<file path="src/rtl/sparc_exu_ecl_cntn.sv">
// EXU/ECL sequencing counter: parametrised width, up/down, load, modulo limit,
// wrap or saturate, registered terminal-count pulse and sticky overflow.
module sparc_exu_ecl_cntn #(
    parameter int unsigned WIDTH = 6,
    parameter bit SATURATE = 1'b0,
    parameter logic [WIDTH-1:0] RST_VAL = '0
) (
    input  logic             clk,
    input  logic             arst_l,
    input  logic             clr,
    input  logic             ld,
    input  logic [WIDTH-1:0] ld_val,
    input  logic             en,
    input  logic             dn,
    input  logic [WIDTH-1:0] limit,
    output logic [WIDTH-1:0] cntr,
    output logic             tc,
    output logic             ovf,
    output logic             at_zero,
    output logic             at_lim
);

    logic [WIDTH-1:0] cntr_q, cntr_d;
    logic             tc_q, tc_d;
    logic             ovf_q, ovf_d;
    logic             term_up;
    logic             term_dn;
    logic             term;
    logic [WIDTH-1:0] step_val;

    // Up terminal uses >= so an out-of-range value fires on the next step.
    assign term_up = (cntr_q >= limit);
    assign term_dn = (cntr_q == '0);
    assign term    = dn ? term_dn : term_up;

    always_comb begin
        step_val = cntr_q;
        if (!dn) begin
            if (!term_up)
                step_val = cntr_q + 1'b1;
            else if (SATURATE)
                step_val = limit;
            else
                step_val = '0;
        end else begin
            if (!term_dn)
                step_val = cntr_q - 1'b1;
            else if (SATURATE)
                step_val = '0;
            else
                step_val = limit;
        end
    end

    always_comb begin
        cntr_d = cntr_q;
        tc_d   = 1'b0;
        ovf_d  = ovf_q;
        if (clr) begin
            cntr_d = '0;
            ovf_d  = 1'b0;
        end else if (ld) begin
            cntr_d = ld_val;
        end else if (en) begin
            cntr_d = step_val;
            tc_d   = term;
            ovf_d  = ovf_q | term;
        end
    end

    always_ff @(posedge clk or negedge arst_l) begin
        if (!arst_l) begin
            cntr_q <= RST_VAL;
            tc_q   <= 1'b0;
            ovf_q  <= 1'b0;
        end else begin
            cntr_q <= cntr_d;
            tc_q   <= tc_d;
            ovf_q  <= ovf_d;
        end
    end

    assign cntr    = cntr_q;
    assign tc      = tc_q;
    assign ovf     = ovf_q;
    assign at_zero = (cntr_q == '0);
    assign at_lim  = (cntr_q == limit);

endmodule

</file>
<file path="config.mk">
export PLATFORM = sky130hd
export DESIGN_NAME = sparc_exu_ecl_cntn
export DESIGN_NICKNAME = d
export VERILOG_FILES = /design/src/rtl/sparc_exu_ecl_cntn.sv
export SDC_FILE = /design/constraint.sdc
export NUM_CORES = 1
export LEC_CHECK = 0
export ABC_CLOCK_PERIOD_IN_PS = 2400
export CORE_ASPECT_RATIO = 0.75
export CORE_UTILIZATION = 39
export DETAILED_ROUTE_END_ITERATION = 7
export GPL_TIMING_DRIVEN = 0
export PLACE_DENSITY = 0.68
export SLEW_MARGIN = 10
export SYNTH_ARGS = -nofsm -noshare
export SYNTH_HDL_FRONTEND = slang
export SYNTH_SLANG_ARGS = --single-unit
</file>
<file path="constraint.sdc">
create_clock -name clk -period 2.4 [get_ports clk]
set_input_delay 0.24 -clock clk [delete_from_list [all_inputs] [get_ports clk]]
set_output_delay 0.24 -clock clk [all_outputs]
set_load 0.01 [all_outputs]
</file>
==> metrics.txt <==
Initial DRC Count 46; starting density of the core 0.437; synthesized area per cell 8.73 um2; max_cap viols 0; Synth Area in Compound Gates 0.293; register area share after synthesis 0.216; status complete, no violations; Hold Path Depth 2; synth unique cells 43; htree depth 1; yosys warns 0; post-route clock period utilization 0.951; worst min path class in2reg; DRT antenna net count 0; CTS clk-pin slew, worst paths 0.06 ns; worst setup path class reg2out; drt pass-1 iters 4; Post-DP HPWL 1910 um; critical path endpoint category primary output; FMAX 438 MHz; fraction of final layout cells sized beyond drive strength 1 0.157; top_reg_cell synth dfrtp_1; Slew headroom 0.702; ys async rst share 1.00; largest family of logic cells by synthesized area compound AO/OA/AOI/OAI gates; simple-gate area share of the yosys netlist 0.193; area delta synth->final 35.1%; mux cell area share after synthesis 0.0446; Port Buffers 25; Critical Path AT 2.04 ns; RSZ-0062 raised after global routing no; Sink Count 8; grt ovf 0; initial antenna violation count 0; IO Pins 28; met1 Usage GRT 0.316; global placer's final weighted congestion 0.841; Comb power frac 0.508; Rows 14; number of synthesized flops with an enable pin 0; post-DR vias/cell 5.63; Setup Skew 0.00546 ns; VDD IR max 0.212 mV; Synth Area in XOR/XNOR 0.0284; crit-path max FO 8; Int Pwr 350 uW; Die Span Y 44.2 um; Leakage Power 0.557 nW; commonest non-fill, non-tap cells in the layout clkdlybuf4s50_1 (24), inv_1 (10), ha_1 (8), dfrtp_1 (8), a21oi_1 (7); post-synthesis cell area 926 um2; Inserted Diodes 0; Die Span X 58.3 um; switching share of power 0.379; grt peak-use layer met2; Final setup viols 0; Final Hold Viols 0; Post-Syn Nets 133; largest net degree at the start of global routing 11; Die ar. 0.00257 mm2; Cell Area, Placed 0.00122 mm2; Via Count 935; Power per Cell Area 451 mW/mm2; CTS tree yes; clk_lat worst skew 0.27 ns; synthesized instance count 106; adder-cell area share of the yosys netlist 0.122; commonest non-fill, non-tap cell in the layout clkdlybuf4s50_1; Placed Cells 163; drt wl/cell 15.0 um; clock share of power 0.191; # Post-CTS Setup Buffers 0; Root Buffer clkbuf_4; Pins Over Slew Limit 0; crit start category register; post-layout min period 2.28 ns; first-pass GRT wire length 4220 um; Setup WS post-layout 0.117 ns; M3 GR Usage 0.0643; GR Util All Layers 0.228; non-filler instance count after layout 166; Tot Pwr 564 uW; measured slew at the worst slew-check pin 0.444 ns; CP Data Required Time 2.16 ns; vias in the first global route 871; reg-to-reg slack, setup 0.26 ns; Setup TNS 0 ns; pre-CTS setup slack 0.159 ns; Core ar. 0.00212 mm2; M2 GR Usage 0.340; Min Hold Slack 0.208 ns; Routed WL 2490 um; CTS buffer count 3; R2R depth 8; Max clock buf depth 2; synthesized flop and latch total 8; Seq pwr share 0.301; Layout Nets 163; Design Area, Final 0.00125 mm2; # DRC 0; final core utilization 0.590; Net Sw Power 214 uW
## routing by layer
metal	vias to the layer above	routed length [um]
li1	447	-
met1	438	1180
met2	45	1070
met3	5	204
met4	0	34
met5	-	0
## sequential cells by signal, summed over array words and instances, names as in the netlist
| register | flops |
|---|---|
| cntr | 6 |
| ovf | 1 |
| tc | 1 |
## synthesized netlist by cell type (3+ instances only)
cell type | instances | share of area
mux2i_1 | 3 | 0.032
ha_1 | 9 | 0.12
nor3_1 | 6 | 0.032
dfrtp_1 | 8 | 0.22
a21o_1 | 3 | 0.024
buf_2 | 4 | 0.022
nand3_1 | 4 | 0.022
a21oi_1 | 7 | 0.038
inv_1 | 11 | 0.045
o221ai_1 | 3 | 0.028
o21ai_0 | 4 | 0.022
nor2_1 | 4 | 0.016
## path summary, 6_finish.rpt
path | end | from
setup / recovery | at_lim | cntr[5]
hold / removal | cntr[0] | clr
setup reg to reg | cntr[3] | cntr[0]
hold reg to reg | ovf | ovf
max in group asynchronous | tc | arst_l
min in group asynchronous | cntr[4] | arst_l
## cell type report
type	count	area [um2]
fillers	192	868
multi-input cells	78	638
repair buffers	25	253
flip-flops and latches	8	200
inverters	14	52.6
plain buffers	6	45.0
well taps	32	40.0
clock buffers	3	22.5
## power by group through the flow
stage | Sequential [mW] | Clock [mW] | Combinational [mW]
6_report | 0.170 | 0.108 | 0.286
5_1_grt | 0.173 | 0.119 | 0.314
4_1_cts | 0.169 | 0.108 | 0.282
3_5_place_dp | 0.171 | 0 | 0.279
3_3_place_gp | 0.170 | 0 | 0.277
2_1_floorplan | 0.172 | 0 | 0.177
## what timing repair did
action	in CTS	in global routing
resized for setup	1	4
endpoints found under the hold margin	0	0
endpoints found under the setup margin	1	1
hold buffers	0	0
## critical path, stage by stage, from the launching register on
cell and delay [ns]:
dfrtp_1 0.48, ha_1 0.40, nand4_1 0.20, nor2_1 0.16
clkdlybuf4s50_1 0.54
## cells by family (layout without fill, tap and decap cells)
logic type,Yosys count,in the layout
AOI/OAI and AO/OA,33,33
and+or+nand+nor,29,29
buffers and inverters,20,48
adders and majority gates,9,9
DFF,8,8
muxes,4,4
xor gates and xnor gates,3,3
Power figures use the tool's default switching activity.
